## config.mk

```make
export PLATFORM = sky130hd
export DESIGN_NAME = debug_req_arbiter
export DESIGN_NICKNAME = d
export VERILOG_FILES = /design/src/rtl/debug_arb_pkg.sv /design/src/rtl/dbg_rr_arb2.sv /design/src/rtl/debug_req_arbiter.sv
export SDC_FILE = /design/constraint.sdc
export NUM_CORES = 1
export LEC_CHECK = 0
export BUFFER_PORTS_ARGS = -buffer_cell sky130_fd_sc_hd__buf_4
export CORE_ASPECT_RATIO = 0.8
export CORE_MARGIN = 4
export CORE_UTILIZATION = 45
export DETAILED_ROUTE_END_ITERATION = 7
export GPL_TIMING_DRIVEN = 1
export PLACE_DENSITY = 0.83
export SLEW_MARGIN = 20
export SYNTH_ARGS = -nofsm -noshare
export SYNTH_HDL_FRONTEND = slang
export SYNTH_SLANG_ARGS = --single-unit
export TNS_END_PERCENT = 50
```

## constraint.sdc

```tcl
create_clock -name uncoreclk -period 3.01 [get_ports uncoreclk]
set_input_delay 0.602 -clock uncoreclk [delete_from_list [all_inputs] [get_ports uncoreclk]]
set_output_delay 0.602 -clock uncoreclk [all_outputs]
set_load 0.005 [all_outputs]
```

## src/rtl/debug_arb_pkg.sv

```systemverilog
// Shared types and constants for the two-host debug-module request arbiter.
package debug_arb_pkg;

  localparam int unsigned DBG_ADDR_W  = 5;
  localparam int unsigned DBG_DATA_W  = 34;
  localparam int unsigned DBG_TIMEOUT = 1024;

  localparam logic [1:0] OP_NOP   = 2'd0;
  localparam logic [1:0] OP_READ  = 2'd1;
  localparam logic [1:0] OP_WRITE = 2'd2;

  localparam logic [1:0] RESP_OK   = 2'd0;
  localparam logic [1:0] RESP_FAIL = 2'd2;
  localparam logic [1:0] RESP_BUSY = 2'd3;

  typedef enum logic [2:0] {
    StIdle,
    StReq,
    StResp,
    StRet,
    StDrain
  } arb_state_e;

endpackage

```

## src/rtl/dbg_rr_arb2.sv

```systemverilog
// Combinational 2-way round-robin pick: on contention the requester that did not win last goes.
module dbg_rr_arb2
  import debug_arb_pkg::*;
(
  input  logic       i_en,
  input  logic [1:0] i_valid,
  input  logic       i_last,
  output logic [1:0] o_grant,
  output logic       o_winner
);

  always_comb begin
    o_winner = 1'b0;
    o_grant  = 2'b00;
    if (&i_valid) begin
      o_winner = ~i_last;
    end else begin
      o_winner = i_valid[1];
    end
    if (i_en && (|i_valid)) begin
      o_grant = o_winner ? 2'b10 : 2'b01;
    end
  end

endmodule

```

## src/rtl/debug_req_arbiter.sv

```systemverilog
// Shares one debug-module request/response port between two hosts, one transaction in flight,
// with a response timeout that returns a fail status and later swallows the stale response.
module debug_req_arbiter
  import debug_arb_pkg::*;
#(
  parameter int unsigned ADDR_W  = DBG_ADDR_W,
  parameter int unsigned DATA_W  = DBG_DATA_W,
  parameter int unsigned TIMEOUT = DBG_TIMEOUT
) (
  input  logic              uncoreclk,
  input  logic              uncorerstn,
  input  logic              s0_req_valid,
  output logic              s0_req_ready,
  input  logic [ADDR_W-1:0] s0_req_addr,
  input  logic [1:0]        s0_req_op,
  input  logic [DATA_W-1:0] s0_req_data,
  output logic              s0_resp_valid,
  input  logic              s0_resp_ready,
  output logic [1:0]        s0_resp_resp,
  output logic [DATA_W-1:0] s0_resp_data,
  input  logic              s1_req_valid,
  output logic              s1_req_ready,
  input  logic [ADDR_W-1:0] s1_req_addr,
  input  logic [1:0]        s1_req_op,
  input  logic [DATA_W-1:0] s1_req_data,
  output logic              s1_resp_valid,
  input  logic              s1_resp_ready,
  output logic [1:0]        s1_resp_resp,
  output logic [DATA_W-1:0] s1_resp_data,
  output logic              m_req_valid,
  input  logic              m_req_ready,
  output logic [ADDR_W-1:0] m_req_addr,
  output logic [1:0]        m_req_op,
  output logic [DATA_W-1:0] m_req_data,
  input  logic              m_resp_valid,
  output logic              m_resp_ready,
  input  logic [1:0]        m_resp_resp,
  input  logic [DATA_W-1:0] m_resp_data,
  output logic              busy,
  output logic              owner,
  output logic [7:0]        timeout_cnt
);

  localparam int unsigned TW = (TIMEOUT > 1) ? $clog2(TIMEOUT) : 1;
  localparam logic [TW-1:0] TMAX = (TIMEOUT == 0) ? '0 : TW'(TIMEOUT - 1);

  arb_state_e        r_state;
  logic              r_owner;
  logic              r_last;
  logic              r_busy;
  logic              r_m_req_valid;
  logic [ADDR_W-1:0] r_addr;
  logic [1:0]        r_op;
  logic [DATA_W-1:0] r_wdata;
  logic              r_m_resp_ready;
  logic              r_s0_resp_valid;
  logic              r_s1_resp_valid;
  logic [1:0]        r_resp;
  logic [DATA_W-1:0] r_rdata;
  logic [TW-1:0]     r_timer;
  logic [7:0]        r_timeout_cnt;

  logic [1:0] w_grant;
  logic       w_winner;
  logic       w_arb_en;
  logic       w_owner_hs;
  logic       w_owner_done;
  logic       w_late_done;

  // Gated by reset so no host sees a grant while the block is held in reset.
  assign w_arb_en = (r_state == StIdle) && uncorerstn;

  dbg_rr_arb2 u_rr_arb (
    .i_en     (w_arb_en),
    .i_valid  ({s1_req_valid, s0_req_valid}),
    .i_last   (r_last),
    .o_grant  (w_grant),
    .o_winner (w_winner)
  );

  assign w_owner_hs   = r_owner ? (r_s1_resp_valid && s1_resp_ready)
                                : (r_s0_resp_valid && s0_resp_ready);
  assign w_owner_done = !(r_s0_resp_valid || r_s1_resp_valid) || w_owner_hs;
  assign w_late_done  = !r_m_resp_ready || m_resp_valid;

  always_ff @(posedge uncoreclk or negedge uncorerstn) begin
    if (!uncorerstn) begin
      r_state         <= StIdle;
      r_owner         <= 1'b0;
      r_last          <= 1'b1;
      r_busy          <= 1'b0;
      r_m_req_valid   <= 1'b0;
      r_addr          <= '0;
      r_op            <= '0;
      r_wdata         <= '0;
      r_m_resp_ready  <= 1'b0;
      r_s0_resp_valid <= 1'b0;
      r_s1_resp_valid <= 1'b0;
      r_resp          <= '0;
      r_rdata         <= '0;
      r_timer         <= '0;
      r_timeout_cnt   <= '0;
    end else begin
      unique case (r_state)
        StIdle: begin
          if (|w_grant) begin
            r_owner       <= w_winner;
            r_last        <= w_winner;
            r_addr        <= w_winner ? s1_req_addr : s0_req_addr;
            r_op          <= w_winner ? s1_req_op : s0_req_op;
            r_wdata       <= w_winner ? s1_req_data : s0_req_data;
            r_m_req_valid <= 1'b1;
            r_busy        <= 1'b1;
            r_state       <= StReq;
          end
        end
        StReq: begin
          if (m_req_ready) begin
            r_m_req_valid  <= 1'b0;
            r_m_resp_ready <= 1'b1;
            r_timer        <= '0;
            r_state        <= StResp;
          end
        end
        StResp: begin
          // A real response beats a timeout expiring in the same cycle.
          if (m_resp_valid) begin
            r_resp          <= m_resp_resp;
            r_rdata         <= m_resp_data;
            r_m_resp_ready  <= 1'b0;
            r_s0_resp_valid <= ~r_owner;
            r_s1_resp_valid <= r_owner;
            r_state         <= StRet;
          end else if ((TIMEOUT != 0) && (r_timer == TMAX)) begin
            r_resp          <= RESP_FAIL;
            r_rdata         <= '0;
            r_s0_resp_valid <= ~r_owner;
            r_s1_resp_valid <= r_owner;
            if (r_timeout_cnt != 8'hff) begin
              r_timeout_cnt <= r_timeout_cnt + 8'd1;
            end
            r_state         <= StDrain;
          end else begin
            r_timer <= r_timer + 1'b1;
          end
        end
        StRet: begin
          if (w_owner_hs) begin
            r_s0_resp_valid <= 1'b0;
            r_s1_resp_valid <= 1'b0;
            r_busy          <= 1'b0;
            r_state         <= StIdle;
          end
        end
        StDrain: begin
          // Host handshake and stale DM response may complete in either order.
          if (w_owner_hs) begin
            r_s0_resp_valid <= 1'b0;
            r_s1_resp_valid <= 1'b0;
          end
          if (m_resp_valid) begin
            r_m_resp_ready <= 1'b0;
          end
          if (w_owner_done && w_late_done) begin
            r_busy  <= 1'b0;
            r_state <= StIdle;
          end
        end
        default: r_state <= StIdle;
      endcase
    end
  end

  assign s0_req_ready  = w_grant[0];
  assign s1_req_ready  = w_grant[1];
  assign m_req_valid   = r_m_req_valid;
  assign m_req_addr    = r_addr;
  assign m_req_op      = r_op;
  assign m_req_data    = r_wdata;
  assign m_resp_ready  = r_m_resp_ready;
  assign s0_resp_valid = r_s0_resp_valid;
  assign s0_resp_resp  = r_resp;
  assign s0_resp_data  = r_rdata;
  assign s1_resp_valid = r_s1_resp_valid;
  assign s1_resp_resp  = r_resp;
  assign s1_resp_data  = r_rdata;
  assign busy          = r_busy;
  assign owner         = r_owner;
  assign timeout_cnt   = r_timeout_cnt;

endmodule

```

* After elaboration in Yosys (flattened, before gate mapping) *
Index checks and enable logic that the tools add are counted.

storage, ports and cells
  bits in registers = 105
  input bits = 126

cells by class
  add/subtract/negate cells = 2
  bitwise operators = 3
  equality and inequality tests = 15
  reductions and logical operators = 31
  muxes and demuxes = 37

operators by type and width
  cell                                            number
  two-way mux 34 bit                              3
  two-way mux 10 bit                              3
  case mux 10 bit (2 select lines)                1
  two-way mux 3 bit                               6
  case mux 3 bit (5 select lines)                 1
  two-way mux 1 bit                               12
  AND reduction 4 bit                             3
  adder 10 x 1 -> 10 bit (second input constant)  1
  == test 10 bit (second input constant)          1
  two-way mux 2 bit                               5
  != test 2 bit (second input constant)           5
  nonzero test 2 bit                              5
  AND reduction 3 bit                             3
  adder 8 x 1 -> 8 bit (second input constant)    1
  != test 8 bit (second input constant)           1
  case mux 1 bit (2 select lines)                 4
  OR reduction 2 bit                              4
  == test 3 x 2 -> 1 bit (second input constant)  2
  != test 2 x 1 -> 1 bit (second input constant)  3
  AND reduction 2 bit                             3
  logical AND 1 bit                               5
  two-way mux 5 bit                               1
  AND reduction 5 bit                             1
  == test 3 x 1 -> 1 bit (second input constant)  1
  other kinds (8)                                 13

* Longest topological paths before layout *
  depth in word-level cells = 7
  gate-level depth with buffers = 8
  mapped depth without buffers = 5

* Hierarchy *
A second synthesis with hierarchy kept.

unflattened totals
  cell total of the unflattened synthesis = 471
  area total of the unflattened synthesis = 5012.3 um^2

by module, submodules not included
  module             seq. area each (um^2)  instances  area each (um^2)  cells each
  debug_req_arbiter  2628.8                 1          4982.3            466
  dbg_rr_arb2        0.0                    1          30.0              5

* Least setup slack after synthesis *
Ideal clock, no wire load.

  kind = input port to output port
  from = in uncorerstn
  to = out s0_req_ready
  path slack = 0.577 ns
  data required time = 2.408 ns
  stages = 3
  path buffers = 1
  data arrival time = 1.831 ns
  path through = or4b_2 -> nor3_1 -> buf_2

on the way
  word-level cells in the longest chain between the ends = 3

RTL lines
  what               line                     RTL
  start, declared    debug_req_arbiter.sv:11  input logic uncorerstn,
  logical AND 1 bit  debug_req_arbiter.sv:71  assign w_arb_en = (r_state == StIdle) && uncorerstn;
  logical AND 1 bit  dbg_rr_arb2.sv:20        if (i_en && (|i_valid)) begin
  two-way mux 2 bit  dbg_rr_arb2.sv:20
  end, declared      debug_req_arbiter.sv:13  output logic s0_req_ready,

No other way between the ends.

* Worst setup path after layout *
  from = reg r_state[2]
  to = out s0_req_ready

on the way
  word-level cells in the longest chain between the ends = 4

RTL lines
  what                    line                      RTL
  start, declared         debug_req_arbiter.sv:47   arb_state_e r_state;
  start signal, assigned  debug_req_arbiter.sv:88   r_state <= StIdle;
  start signal, assigned  debug_req_arbiter.sv:114  r_state <= StReq;
  start signal, assigned  debug_req_arbiter.sv:122  r_state <= StResp;
  zero test 3 bit         debug_req_arbiter.sv:71
  logical AND 1 bit       debug_req_arbiter.sv:71
  logical AND 1 bit       dbg_rr_arb2.sv:20
  two-way mux 2 bit       dbg_rr_arb2.sv:20

No other way between the ends.

==> impl_metrics.py <==
metrics = {
    "clock_network": {
        "cts_root_buf": "clkbuf_16",
        "ctsLongestPathBuffers": 2,
        "cts_max_level": 3,
        "holdBufCountCts": 0,
        "cts_num_sinks": 105,
        "insertion_delay_ns": 0.34,
        "cts_resized": 0,
        "numCtsBuffers": 9,
        "tritoncts": "yes",
        "cts_setup_buffers": 0,
        "path_clk_slew_ns": 0.07,
    },
    "yosys": {
        "ys_warn_count": 0,
        "synth_ff_type": "dfrtp_1",
        "synth-compound-area-share_pct": 17.8,
        "synthAdderAreaFrac_pct": 0.522,
        "synth_top_family_by_area": "compound AO/OA/AOI/OAI gates",
        "synthSimpleGateAreaFrac_pct": 15.2,
        "synthArstFlopShare_pct": 100,
        "ys_types": 48,
        "avgSynthCellArea_sq_um": 10.4,
        "synth_area_sq_um": 4800,
        "synth_edf_count": 0,
        "synthMuxAreaShare_pct": 1.51,
        "ys_seq_area_share_pct": 54.8,
        "yosysTopAreaCell": "dfrtp_1",
        "postSynthCellCount": 460,
        "ys_ff_latch": 105,
        "synth.net_count": 588,
        "yosys-top-cells-area": "dfrtp_1 (54%), nand2_1 (7.7%), a22oi_1 (6.4%)",
        "synth_top_area_share_pct": 54.3,
        "synth-xor-area-share_pct": 1.28,
    },
    "placement": {
        "hpwl_um": 11100,
        "portBuffers": 254,
        "gp_congestion": 0.835,
        "placed_cells": 802,
    },
    "final_layout": {
        "drive_gt1_share_pct": 42.7,
        "diodes": 0,
        "area_growth_pct": 43.0,
        "finalNonFillerCells": 817,
        "nNetsFinal": 801,
        "multiInputGateArea_sq_um": 1750,
        "nFillCells": 826,
        "regArea_sq_um": 2630,
    },
    "sta": {
        "setup_viol": 0,
        "finalMaxSlewViolations": 0,
        "slew_headroom_pct": 39.2,
        "fmax_mhz": 363,
        "post-route-period-util_pct": 91.6,
        "period_needed_ns": 2.76,
        "hold_viol": 0,
        "fin_skew_ns": 0.00512,
        "worst-slew-pin-transition_ns": 0.912,
        "finalSetupTns_ns": 0,
        "rsz0062_at_grt": "no",
    },
    "setup_path": {
        "endpoint_kind": "output port",
        "path_max_fanout": 15,
        "cpPeakStageDelay_ns": 0.78,
        "r2r_start": "r_state[2]$_DFFE_PN0P_",
        "criticalPathCategory": "flip-flop to output port",
        "cp.required_ns": 2.41,
        "worstPathCellList": "or4b_2 -> nor3_2 -> buf_4",
        "critPathLaunchType": "flip-flop",
        "r2r_slack_ns": 0.49,
        "cp.arrival_ns": 2.15,
        "cp_slowest_cell": "or4b_2",
        "ff2ff_path_depth": 4,
        "r2r_end": "m_req_data[1]$_DFFE_PN0P_",
    },
    "route": {
        "drc_errors": 0,
        "viasPerCell": 5.44,
        "vias": 4443,
        "drt_iter0_drc": 361,
        "postRouteWirelength_um": 14800,
        "drt-pass1-iter-count": 5,
        "antenna_left": 0,
        "wl_per_cell_um": 18.2,
    },
    "power_and_ir_drop": {
        "power_density_nw_per_um2": 925,
        "p_leak_nw": 3.55,
        "irDropWorstVdd_v": 0.000488,
    },
    "die": {
        "initial_core_util_pct": 46.5,
        "placement_rows": 33,
        "io_pins": 255,
        "dieArea_sq_um": 12400,
        "coreArea_sq_um": 10300,
        "die_h_um": 100,
        "die_w_um": 123,
    },
    "global_routing": {
        "grt_max_degree": 61,
        "grt_pass1_vias": 4457,
        "antenna_found_initial": 0,
        "grt_pass1_wl_um": 22700,
        "grt-ovfl-total": 0,
        "grtUsageTotal_pct": 23.3,
    },
    "run": {
        "drv_cap": 0,
    },
    "worst_hold_path": {
        "min_path_type": "primary input to asynchronous set/reset pin",
    },
    "outcome": {
        "outcome": "finished clean",
    },
}
Yosys cell counts, drive strengths merged, types with 2 or more instances:
cell type and instances:
dfrtp 104, nand2 99, buf 46, a22oi 41, a22o 35, clkbuf 16
nand3 10, inv 9, nor3 9, a21oi 8, o21ai 8, nor2 7
xor2 7, mux2i 5, nor4 5, o31ai 5, or4 5, nand2b 4
a21o 3, and3b 3, or3 3, a211o 2, ha 2, mux2 2
nand4 2, nor3b 2
placed cells by master (no fill, tap or decap), types with 2 or more instances in the layout:
| master | count |
|---|---|
| a21o_1 | 3 |
| clkbuf_16 | 9 |
| nand2_1 | 99 |
| o21ai_0 | 7 |
| dfrtp_1 | 104 |
| mux2i_1 | 5 |
| and3b_1 | 3 |
| xor2_1 | 7 |
| or3_1 | 3 |
| nand2b_1 | 4 |
| inv_1 | 9 |
| nor4_1 | 5 |
| nand3_1 | 10 |
| clkinvlp_4 | 3 |
| nor2_1 | 6 |
| or4_1 | 5 |
| ha_1 | 2 |
| a22o_1 | 35 |
| a211o_1 | 2 |
| nor3_1 | 8 |
| buf_4 | 264 |
| nor3b_1 | 2 |
| a22oi_1 | 41 |
| mux2_2 | 2 |
| a21oi_1 | 8 |
| o31ai_1 | 5 |
area by class of cell:
class / instances / share of cell area (%)
clock buffer: 10 / 3.34
tap: 140 / 2.55
sequential: 105 / 38.3
clock inverter: 5 / 0.839
multi-input combinational: 284 / 25.5
timing repair buffer: 264 / 28.9
inverter: 9 / 0.493
through the flow:
| step | hold WS [ns] | util [%] | power [mW] | instance area (sq um) | worst slack (ns) |
|---|---|---|---|---|---|
| after floorplan | 0.306 | - | 3.83 | 4800 | 0.577 |
| after global placement | 0.483 | 63.6 | 5.14 | 6570 | 0.569 |
| after detailed placement | 0.482 | 63.6 | 5.24 | 6570 | 0.430 |
| after CTS | 0.394 | 66.4 | 6.40 | 6860 | 0.268 |
| after global routing | 0.409 | 66.4 | 6.76 | 6860 | 0.184 |
| final | 0.372 | 66.4 | 6.34 | 6860 | 0.254 |
flip-flops by register name, indices dropped and copies added (netlist names), 2 cells and up:
signal        flops
m_req_data       34
timeout_cnt       8
s0_resp_resp      2
m_req_op          2
m_req_addr        5
r_state           3
r_timer          10
s0_resp_data     34
cell families after synthesis:
kind of cell | Yosys count
AO/OA/AOI/OAI | 111
XOR/XNOR | 7
adder cells (fa/ha/maj) | 2
buffers and inverters | 71
flip-flops | 105
multiplexers | 7
AND/OR/NAND/NOR | 157
worst max-delay path: cells and delay by family (launching register included):
family                 cells  cell delay, ns
flip-flops                 1            0.53
buffers and inverters      1            0.17
AND/OR/NAND/NOR            2            1.11
power by group:
group          switching (mW)  internal (mW)
Clock                   0.500          0.639
Sequential              0.478           1.99
Combinational            1.16           1.58
Total                    2.14           4.21
per-layer routing:
metal,part of all wire (%),track usage (%),vias to the layer above
met5,0,0,-
met4,2.6,9.36,0
met3,9.9,6.93,28
met2,50,39.3,234
met1,37,27.8,2152
li1,-,-,2029
worst max-delay path by stage:
stage                            from                        end  cells after the start
6_report       r_state[2]$_DFFE_PN0P_               s0_req_ready                      3
5_1_grt        r_state[2]$_DFFE_PN0P_               s0_req_ready                      3
4_1_cts        r_state[2]$_DFFE_PN0P_               s0_req_ready                      3
3_5_place_dp               uncorerstn     r_state[1]$_DFFE_PN0P_                      6
3_3_place_gp               uncorerstn  m_req_addr[1]$_DFFE_PN0P_                      5
2_1_floorplan              uncorerstn               s0_req_ready                      3
No activity file was read; power rests on OpenSTA's default activity.
